$ cat config.mk
export PLATFORM = sky130hd
export DESIGN_NAME = keypad_scanner
export DESIGN_NICKNAME = d
export VERILOG_FILES = /design/src/rtl/keypad_pkg.sv /design/src/rtl/keypad_debounce.sv /design/src/rtl/keypad_scanner.sv
export SDC_FILE = /design/constraint.sdc
export NUM_CORES = 1
export LEC_CHECK = 0
export ABC_AREA = 1
export BUFFER_PORTS_ARGS = -buffer_cell sky130_fd_sc_hd__buf_2
export CAP_MARGIN = 20
export CORE_MARGIN = 10
export CORE_UTILIZATION = 66
export CTS_CLUSTER_DIAMETER = 80
export DETAILED_ROUTE_END_ITERATION = 10
export HOLD_SLACK_MARGIN = 0.05
export PLACE_DENSITY = 0.85
export SLEW_MARGIN = 10
export SYNTH_ARGS = -nofsm -noshare
export SYNTH_HDL_FRONTEND = slang
export SYNTH_SLANG_ARGS = --single-unit
$ cat constraint.sdc
create_clock -name clk -period 3.6 [get_ports clk]
set_input_delay 0.72 -clock clk [delete_from_list [all_inputs] [get_ports clk]]
set_output_delay 0.72 -clock clk [all_outputs]
set_load 0.05 [all_outputs]
$ cat src/rtl/keypad_pkg.sv
// Shared definitions for the keypad scanner: frame classification and key legend.
package keypad_pkg;

   // What a completed scan frame contained.
   typedef enum logic [1:0] {
      CLS_NONE   = 2'd0,
      CLS_SINGLE = 2'd1,
      CLS_MULTI  = 2'd2
   } cls_t;

   // Map a 4x4 index (row*4+col) to the hex legend printed on the Pmod KYPD.
   function automatic logic [3:0] hex_legend(input logic [3:0] idx);
      logic [3:0] legend;
      case (idx)
         4'd0:    legend = 4'h1;
         4'd1:    legend = 4'h2;
         4'd2:    legend = 4'h3;
         4'd3:    legend = 4'hA;
         4'd4:    legend = 4'h4;
         4'd5:    legend = 4'h5;
         4'd6:    legend = 4'h6;
         4'd7:    legend = 4'hB;
         4'd8:    legend = 4'h7;
         4'd9:    legend = 4'h8;
         4'd10:   legend = 4'h9;
         4'd11:   legend = 4'hC;
         4'd12:   legend = 4'h0;
         4'd13:   legend = 4'hF;
         4'd14:   legend = 4'hE;
         default: legend = 4'hD;
      endcase
      return legend;
   endfunction

endpackage

$ cat src/rtl/keypad_debounce.sv
// Frame-level debounce: compares successive frame classifications, counts
// stable frames and commits a new key state with press/release pulses.
module keypad_debounce
   import keypad_pkg::*;
#(
   parameter int KW       = 4,
   parameter int DEBOUNCE = 3
) (
   input  logic          clk,
   input  logic          rst,
   input  logic          frame_end,
   input  cls_t          cls,
   input  logic [KW-1:0] cls_idx,
   output logic [KW-1:0] key,
   output logic          key_valid,
   output logic          key_press,
   output logic          key_release,
   output logic          multi
);

   localparam int CNTW = $clog2(DEBOUNCE + 1);
   localparam logic [CNTW-1:0] DB_MAX = CNTW'(DEBOUNCE);

   cls_t            prev_cls_reg, prev_cls_next;
   logic [KW-1:0]   prev_idx_reg, prev_idx_next;
   logic [CNTW-1:0] cnt_reg, cnt_next;
   cls_t            commit_cls_reg, commit_cls_next;
   logic [KW-1:0]   commit_idx_reg, commit_idx_next;
   logic            press_reg, press_next;
   logic            release_reg, release_next;
   logic            same_as_prev;
   logic            differs_from_commit;

   // State register; reset leaves nothing committed and no pulse pending.
   always_ff @(posedge clk or posedge rst) begin
      if (rst) begin
         prev_cls_reg   <= CLS_NONE;
         prev_idx_reg   <= '0;
         cnt_reg        <= '0;
         commit_cls_reg <= CLS_NONE;
         commit_idx_reg <= '0;
         press_reg      <= 1'b0;
         release_reg    <= 1'b0;
      end else begin
         prev_cls_reg   <= prev_cls_next;
         prev_idx_reg   <= prev_idx_next;
         cnt_reg        <= cnt_next;
         commit_cls_reg <= commit_cls_next;
         commit_idx_reg <= commit_idx_next;
         press_reg      <= press_next;
         release_reg    <= release_next;
      end
   end

   // On each frame end: update stable count and commit when stable and changed.
   always_comb begin
      prev_cls_next       = prev_cls_reg;
      prev_idx_next       = prev_idx_reg;
      cnt_next            = cnt_reg;
      commit_cls_next     = commit_cls_reg;
      commit_idx_next     = commit_idx_reg;
      press_next          = 1'b0;
      release_next        = 1'b0;
      same_as_prev        = (cls == prev_cls_reg) &&
                            ((cls != CLS_SINGLE) || (cls_idx == prev_idx_reg));
      differs_from_commit = (cls != commit_cls_reg) ||
                            ((cls == CLS_SINGLE) && (cls_idx != commit_idx_reg));
      if (frame_end) begin
         prev_cls_next = cls;
         prev_idx_next = cls_idx;
         if (same_as_prev)
            cnt_next = (cnt_reg == DB_MAX) ? cnt_reg : cnt_reg + CNTW'(1);
         else
            cnt_next = CNTW'(1);
         if ((cnt_next == DB_MAX) && differs_from_commit) begin
            commit_cls_next = cls;
            if (cls == CLS_SINGLE) begin
               // key only moves on a single-key commit, so it holds across release
               commit_idx_next = cls_idx;
               press_next      = 1'b1;
            end else if (commit_cls_reg == CLS_SINGLE) begin
               release_next = 1'b1;
            end
         end
      end
   end

   assign key         = commit_idx_reg;
   assign key_valid   = (commit_cls_reg == CLS_SINGLE);
   assign multi       = (commit_cls_reg == CLS_MULTI);
   assign key_press   = press_reg;
   assign key_release = release_reg;

endmodule

$ cat src/rtl/keypad_scanner.sv
// Matrix keypad scanner: drives one-cold columns, samples synchronised rows
// into a frame bitmap and hands each finished frame to the debouncer.
module keypad_scanner
   import keypad_pkg::*;
#(
   parameter  int ROWS         = 4,
   parameter  int COLS         = 4,
   parameter  int COL_TICKS    = 100000,
   parameter  int SETTLE_TICKS = 100,
   parameter  int DEBOUNCE     = 3,
   localparam int KW           = (ROWS * COLS > 1) ? $clog2(ROWS * COLS) : 1
) (
   input  logic            clk,
   input  logic            rst,
   input  logic [ROWS-1:0] row,
   output logic [COLS-1:0] col,
   output logic [KW-1:0]   key,
   output logic            key_valid,
   output logic            key_press,
   output logic            key_release,
   output logic            multi
);

   localparam int NB = ROWS * COLS;
   localparam int TW = $clog2(COL_TICKS);
   localparam int CW = (COLS > 1) ? $clog2(COLS) : 1;

   logic [ROWS-1:0] row_s1_reg, row_s2_reg;
   logic            started_reg;
   logic [TW-1:0]   tick_reg, tick_next;
   logic [CW-1:0]   col_idx_reg, col_idx_next;
   logic [COLS-1:0] col_reg, col_next;
   logic [NB-1:0]   bitmap_reg, bitmap_next;
   logic            frame_end;
   logic            sample;
   logic [KW-1:0]   bit_idx;
   logic            found, many;
   logic [KW-1:0]   cls_idx;
   cls_t            cls;

   assign frame_end = started_reg && (tick_reg == TW'(COL_TICKS - 1)) &&
                      (col_idx_reg == CW'(COLS - 1));
   assign sample    = started_reg && (tick_reg == TW'(SETTLE_TICKS));

   // Two-flop row synchroniser plus scan counters and column drive register.
   always_ff @(posedge clk or posedge rst) begin
      if (rst) begin
         row_s1_reg  <= '1;
         row_s2_reg  <= '1;
         started_reg <= 1'b0;
         tick_reg    <= '0;
         col_idx_reg <= '0;
         col_reg     <= '1;
         bitmap_reg  <= '0;
      end else begin
         row_s1_reg  <= row;
         row_s2_reg  <= row_s1_reg;
         started_reg <= 1'b1;
         tick_reg    <= tick_next;
         col_idx_reg <= col_idx_next;
         col_reg     <= col_next;
         bitmap_reg  <= bitmap_next;
      end
   end

   // Slot timing; the first edge after reset only starts slot 0 at tick 0.
   always_comb begin
      tick_next    = '0;
      col_idx_next = '0;
      if (started_reg) begin
         tick_next    = tick_reg + TW'(1);
         col_idx_next = col_idx_reg;
         if (tick_reg == TW'(COL_TICKS - 1)) begin
            tick_next    = '0;
            col_idx_next = (col_idx_reg == CW'(COLS - 1)) ? '0 : col_idx_reg + CW'(1);
         end
      end
   end

   generate
      for (genvar gi = 0; gi < COLS; gi++) begin : g_col
         assign col_next[gi] = (col_idx_next != CW'(gi));
      end
   endgenerate

   // Capture the active column's rows at the settle tick; clear at frame end.
   always_comb begin
      bitmap_next = bitmap_reg;
      bit_idx     = '0;
      if (frame_end) begin
         bitmap_next = '0;
      end else if (sample) begin
         for (int r = 0; r < ROWS; r++) begin
            bit_idx              = KW'(r * COLS) + KW'(col_idx_reg);
            bitmap_next[bit_idx] = ~row_s2_reg[r];
         end
      end
   end

   // Classify the bitmap as none, one key (with its index) or several keys.
   always_comb begin
      found   = 1'b0;
      many    = 1'b0;
      cls_idx = '0;
      for (int i = 0; i < NB; i++) begin
         if (bitmap_reg[i]) begin
            if (found) begin
               many = 1'b1;
            end else begin
               found   = 1'b1;
               cls_idx = KW'(i);
            end
         end
      end
      cls = many ? CLS_MULTI : (found ? CLS_SINGLE : CLS_NONE);
   end

   assign col = col_reg;

   keypad_debounce #(
      .KW       (KW),
      .DEBOUNCE (DEBOUNCE)
   ) u_debounce (
      .clk         (clk),
      .rst         (rst),
      .frame_end   (frame_end),
      .cls         (cls),
      .cls_idx     (cls_idx),
      .key         (key),
      .key_valid   (key_valid),
      .key_press   (key_press),
      .key_release (key_release),
      .multi       (multi)
   );

endmodule

# Word level (Yosys, flattened, before mapping)
# Cells that the tools add are included.
# totals
reg_bits	64
latchBits	0
ram_bits	0
rom_bits	0
inputBits	6
word_cells	171
n_memories	0
# op_classes
n_addsub	6
n_mul	0
div	0
n_lt_le_gt_ge	8
eq_ne	16
n_shift	0
muxes	107
bitwise	4
n_reduce_logical	16
# op_table
operator	count
4-bit 2-to-1 mux	28
16-bit bitwise mux	4
1-bit 2-to-1 mux	60
17-bit 2-to-1 mux	2
16-bit 2-to-1 mux	2
17-bit by 1-bit adder with 17-bit output (second input constant)	1
17-bit == test (second input constant)	1
17-bit by 7-bit == test with 1-bit output (second input constant)	1
4-bit by 5-bit < comparator with 1-bit output (second input constant)	3
2-bit 2-to-1 mux	7
1-bit demux with 4-bit select	3
4-bit by 1-bit >= comparator with 1-bit output (second input constant)	3
1-bit logical AND	10
2-bit == test (second input constant)	4
2-bit by 5-bit < comparator with 1-bit output (second input constant)	1
2-bit by 1-bit adder with 2-bit output (second input constant)	2
3-bit by 2-bit adder with 4-bit output (first input constant)	1
3-bit by 3-bit adder with 4-bit output (first input constant)	1
4-bit by 2-bit adder with 4-bit output (first input constant)	1
2-bit by 1-bit == test with 1-bit output (second input constant)	2
4-bit == test	1
2-bit by 1-bit inequality test with 1-bit output (second input constant)	2
2-bit inequality test (second input constant)	2
4-bit inequality test	1
9 further kinds	14

# Depth between registers and ports, before layout
# logic_depth
ltp_word	41
ltp_mapped	21
depth_no_buf	21

# Cells and area by module
# Synthesis repeated with hierarchy kept, for this count alone.
# hier_totals
cells_unflattened	480
hier_area_um2	3671.0
# modules_own_cells
module	instances	cells_each	area_per_inst_um2	seq_area_each_um2
keypad_scanner	1	357	2766.4	1216.2
keypad_debounce	1	123	904.6	400.4

# Worst setup path after synthesis
# Ideal clock, no wire load.
# synth_timing
path_type	reg2reg
startpoint	register bitmap_reg[1]
endpoint	register u_debounce.commit_idx_reg[3] (netlist: u_debounce.key[3])
setup_ns	0.120
t_arrival_ns	2.041
required_ns	3.480
slack_ns	1.439
path_stages_with_launch	17
path_buffers	0
path_cell_list	dfrtp_1 -> nor2_4 -> nand2_2 -> nor2_4 -> nand3_2 -> o21ai_1 -> nand3_2 -> nor2_4 -> nand2_2 -> nand2_2 -> nand2_2 -> nor2_4 -> nand2_1 -> nor2_2 -> nand4_2 -> nand2_1 -> nand2_1
# synth_between
elab_chain_len	38
elab_cells_between_ends	90
cone_classes	eq/ne: 7; mux: 77; reduce/logical: 6
# synth_lines
item	line_no	source
from (decl)	keypad_scanner.sv:33	logic [NB-1:0] bitmap_reg, bitmap_next;
from (signal assigned)	keypad_scanner.sv:62	bitmap_reg <= bitmap_next;
1-bit 2-to-1 mux	keypad_scanner.sv:106	if (bitmap_reg[i]) begin
1-bit 2-to-1 mux	keypad_scanner.sv:107	if (found) begin
1-bit 2-to-1 mux	keypad_scanner.sv:106	
1-bit 2-to-1 mux	keypad_scanner.sv:107	
1-bit 2-to-1 mux	keypad_scanner.sv:106	
1-bit 2-to-1 mux	keypad_scanner.sv:107	
1-bit 2-to-1 mux	keypad_scanner.sv:106	
1-bit 2-to-1 mux	keypad_scanner.sv:107	
[22 not listed]	-	
2-bit by 1-bit inequality test with 1-bit output	keypad_debounce.sv:65	((cls != CLS_SINGLE) || (cls_idx == prev_idx_reg));
1-bit logical OR	keypad_debounce.sv:65	
1-bit logical AND	keypad_debounce.sv:64	same_as_prev = (cls == prev_cls_reg) &&
2-bit 2-to-1 mux	keypad_debounce.sv:71	if (same_as_prev)
2-bit 2-to-1 mux	keypad_debounce.sv:68	if (frame_end) begin
2-bit == test	keypad_debounce.sv:75	if ((cnt_next == DB_MAX) && differs_from_commit) begin
1-bit logical AND	keypad_debounce.sv:75	
3-bit AND reduction (no line)	-	
to (signal assigned)	keypad_debounce.sv:49	commit_idx_reg <= commit_idx_next;
to (decl)	keypad_debounce.sv:28	logic [KW-1:0] commit_idx_reg, commit_idx_next;
# Several ways; a longest one is shown, not always the timed one. The select of a mux whose other input is x is not followed.
# A chain may end at the register's enable or synchronous reset.

# Final worst setup path
# layout_timing
startpoint	register bitmap_reg[8]
endpoint	register u_debounce.commit_idx_reg[3] (netlist: u_debounce.key[3])
# layout_between
elab_chain_len	24
elab_cells_between_ends	55
cone_classes	eq/ne: 7; mux: 42; reduce/logical: 6
# layout_lines
item	line_no
1-bit 2-to-1 mux	keypad_scanner.sv:106
1-bit 2-to-1 mux	keypad_scanner.sv:107
1-bit 2-to-1 mux	keypad_scanner.sv:106
1-bit 2-to-1 mux	keypad_scanner.sv:107
1-bit 2-to-1 mux	keypad_scanner.sv:106
1-bit 2-to-1 mux	keypad_scanner.sv:107
1-bit 2-to-1 mux	keypad_scanner.sv:106
1-bit 2-to-1 mux	keypad_scanner.sv:107
[8 not listed]	-
2-bit by 1-bit inequality test with 1-bit output	keypad_debounce.sv:65
1-bit logical OR	keypad_debounce.sv:65
1-bit logical AND	keypad_debounce.sv:64
2-bit 2-to-1 mux	keypad_debounce.sv:71
2-bit 2-to-1 mux	keypad_debounce.sv:68
2-bit == test	keypad_debounce.sv:75
1-bit logical AND	keypad_debounce.sv:75
3-bit AND reduction (no line)	-
# Several ways; a longest one is shown, not always the timed one. The select of a mux whose other input is x is not followed.

==> key figures <==
Outcome
  – Status: completed

Floorplanning
  – IO Count: 18
  – FP Rows: 26
  – Initial core utilization: 68.7%
  – Core area: 0.00514 mm²
  – Die Span Y: 93.2 µm
  – DIE WIDTH: 93.2 µm
  – Die area: 0.00868 mm²

Worst setup path
  – Critical Path End: u_debounce.key[3]
  – Crit end category: register
  – Worst Setup Path Type: register to register
  – CP delay by family, top: simple AND/OR/NAND/NOR gates
  – Worst path cell trace: nor2_2, nand2_1, inv_2, nand3_2, nor2_4, nand3_2, nand2_2, nand4_4, nand2_1, nand2_2, nor2_4, nand2_1, nor2_2, nand4_2, nand2_1, nand2_1
  – Max FO, Critical Path: 6
  – R2R Path End: u_debounce.key[3]
  – R2R cell count: 16
  – CP Launch Point: bitmap_reg[8]
  – Worst setup SP type: register
  – CP bufs+invs: 1
  – WP data arrival: 2.78 ns
  – CP max stage cell: dfrtp_1
  – Reg2Reg Launch Point: bitmap_reg[8]
  – Crit path largest cell delay: 0.45 ns
  – Top cell by count, worst path: nand2_1
  – Worst R2R Setup Slack: 1.06 ns
  – WP data required: 3.84 ns
  – CP Depth: 16

Global routing
  – Antenna violations before repair: 0
  – GRT Overall Usage: 18.8%
  – Number of global-route vias before repair: 3034
  – Largest net degree at the start of global routing: 39
  – First-pass GRT wire length: 13.5 mm
  – Overflow left after global routing: 0

STA
  – Minimum clock period: 2.54 ns
  – Total negative setup slack: 0 ns
  – Slew at the pin closest to its max-slew limit: 0.732 ns
  – Part of the cycle the worst path needs: 70.6%
  – Final Hold Vio Count: 0
  – FMAX: 0.393 GHz
  – Fin. max-slew vios: 0
  – RSZ-0062 raised after global routing: no
  – Rel. slew slack: 50.5%
  – Final setup vio count: 0
  – Clock Skew: 0.00922 ns

Synthesis
  – Register area share after synthesis: 45.8%
  – Top cell types by occurrence after synthesis: nand2_1 (116), inv_1 (61), dfrtp_1 (52)
  – Largest area contributor in the netlist: dfrtp_1
  – EDFF count, synth: 0
  – Main synth FF type: dfrtp_1
  – Syn Nets: 464
  – Mapped Cells: 452
  – Mapped Area: 0.00353 mm²
  – Asr flop ratio synth: 100%
  – Post-Syn Area per Cell: 7.81 µm²
  – Most frequent cell after synthesis: nand2_1
  – #FFs+latches synth: 64
  – Synth warn: 0
  – Largest cells by area after synthesis: dfrtp_1 (37%), nand2_1 (12%), dfstp_2 (8.9%)
  – Yosys cell types: 33
  – Area share of the largest cell type after synthesis: 36.8%

Power and ir drop
  – Cell leakage power: 1.91 nW
  – Worst vdd rail ir drop: 0.324 mV
  – P per Cell Area: 349 mW/mm²

Detailed routing
  – Via count: 3125
  – Routed len/inst: 13.8 µm
  – DR pass1 iterations: 5
  – Routed wire length: 7.62 mm
  – Antenna viol nets, final: 0
  – DRC errors left: 0
  – DR iter-0 viols: 285
  – Vias/cell: 5.64

Worst hold path
  – HP Class: register to register

Clocking
  – Hold Buf Count CTS: 0
  – CTS Buf Count: 9
  – Clock buffer depth: 2
  – CTS tree: done
  – CTS root buf: clkbuf_8
  – CTS sink cnt: 64
  – Clock-pin slew on the worst setup and hold paths: 0.07 ns
  – Setup bufs post-CTS: 0
  – Post-cts resize count: 0
  – Worst skew pair latency: 0.35 ns
  – H-tree Lvls: 3

Cells and area
  – Post-layout util: 75.9%
  – Largest register FFs: 17
  – Synthesis-to-finish area growth: 10.5%
  – Layout cells sized above 1: 17.6%
  – Antenna cell count: 0
  – Nets@finish: 491

Placement
  – Dpl hpwl: 5.62 mm
  – Placer Congestion: 0.968
  – Number of I/O port buffers: 17

Job
  – Maxcap violations: 0
area by class of cell:
type,instances,area (µm²)
inverter,64,240
multi-input combinational,321,1660
tap,70,87.6
clock buffer,14,183
fill,393,1240
clock inverter,2,12.5
sequential,64,1620
timing repair buffer,19,100
layer usage:
metal  share of wire (%)  track usage [%]  vias to the layer above
met2                  51             33.7                      100
met4                 2.3             6.81                        0
met5                   0                0                        -
li1                    -                -                     1535
met3                 4.9             4.48                       24
met1                  42             21.1                     1466
through the flow:
step           total power, mW  area (µm²)  hold slack (ns)  setup WS, ns  cells
4_1_cts                   1.37        3900            0.357          1.07    554
3_3_place_gp             0.782        3710            0.345          1.20    538
2_1_floorplan            0.770        3530            0.345          1.30    452
6_report                  1.36        3900            0.355          1.06    554
3_5_place_dp             0.783        3710            0.348          1.13    538
5_1_grt                   1.40        3900            0.359         0.724    554
worst min-delay path by stage:
stage,from,slack (ns),depth (start not counted),end
floorplan,row_s1_reg[0],0.35,0,row_s2_reg[0]
global placement,row_s1_reg[2],0.35,0,row_s2_reg[2]
detailed placement,row_s1_reg[2],0.35,0,row_s2_reg[2]
CTS,row_s1_reg[2],0.36,0,row_s2_reg[2]
global route,row_s1_reg[1],0.36,0,row_s2_reg[1]
finish,row_s1_reg[2],0.35,0,row_s2_reg[2]
power breakdown:
part           total [mW]  switching, mW  internal, mW
Clock               0.591          0.267         0.324
Sequential          0.735        0.00408         0.731
Combinational      0.0349         0.0262       0.00869
Total                1.36          0.297          1.06
worst reg2reg max path: cells and delay by family (launching register included):
kind | cells | cell delay [ns]
buf+inv | 1 | 0.10
simple gates | 15 | 1.89
flops | 1 | 0.45
layout by cell type, fill, tap and decap left out, types with 2 or more instances in the layout:
cell,n
a21oi_1,16
nand4_1,12
clkbuf_8,13
nor2_2,6
o21bai_1,2
nor3_1,12
dfrtp_1,52
a211oi_1,2
o211ai_1,2
inv_1,60
buf_2,17
nor2_1,39
xor2_1,3
ha_1,6
dfstp_2,12
nor3b_1,3
inv_2,4
nand3_1,31
nand3_2,6
nor2_4,8
o21ai_0,27
or2_2,4
nand2_1,116
nand4_2,2
nor4_1,9
nand2_2,7
buf_4,2
logic make-up after synthesis:
family	count (synthesis)	share of synthesized area (%)
flip-flops	64	45.8
AND/OR/NAND/NOR	259	36.2
AO/OA/AOI/OAI	52	7.97
XOR/XNOR	3	0.744
buffers and inverters	67	7.12
other	1	0.106
adder cells (fa/ha/maj)	6	2.13
(Power assumes the default switching activity.)
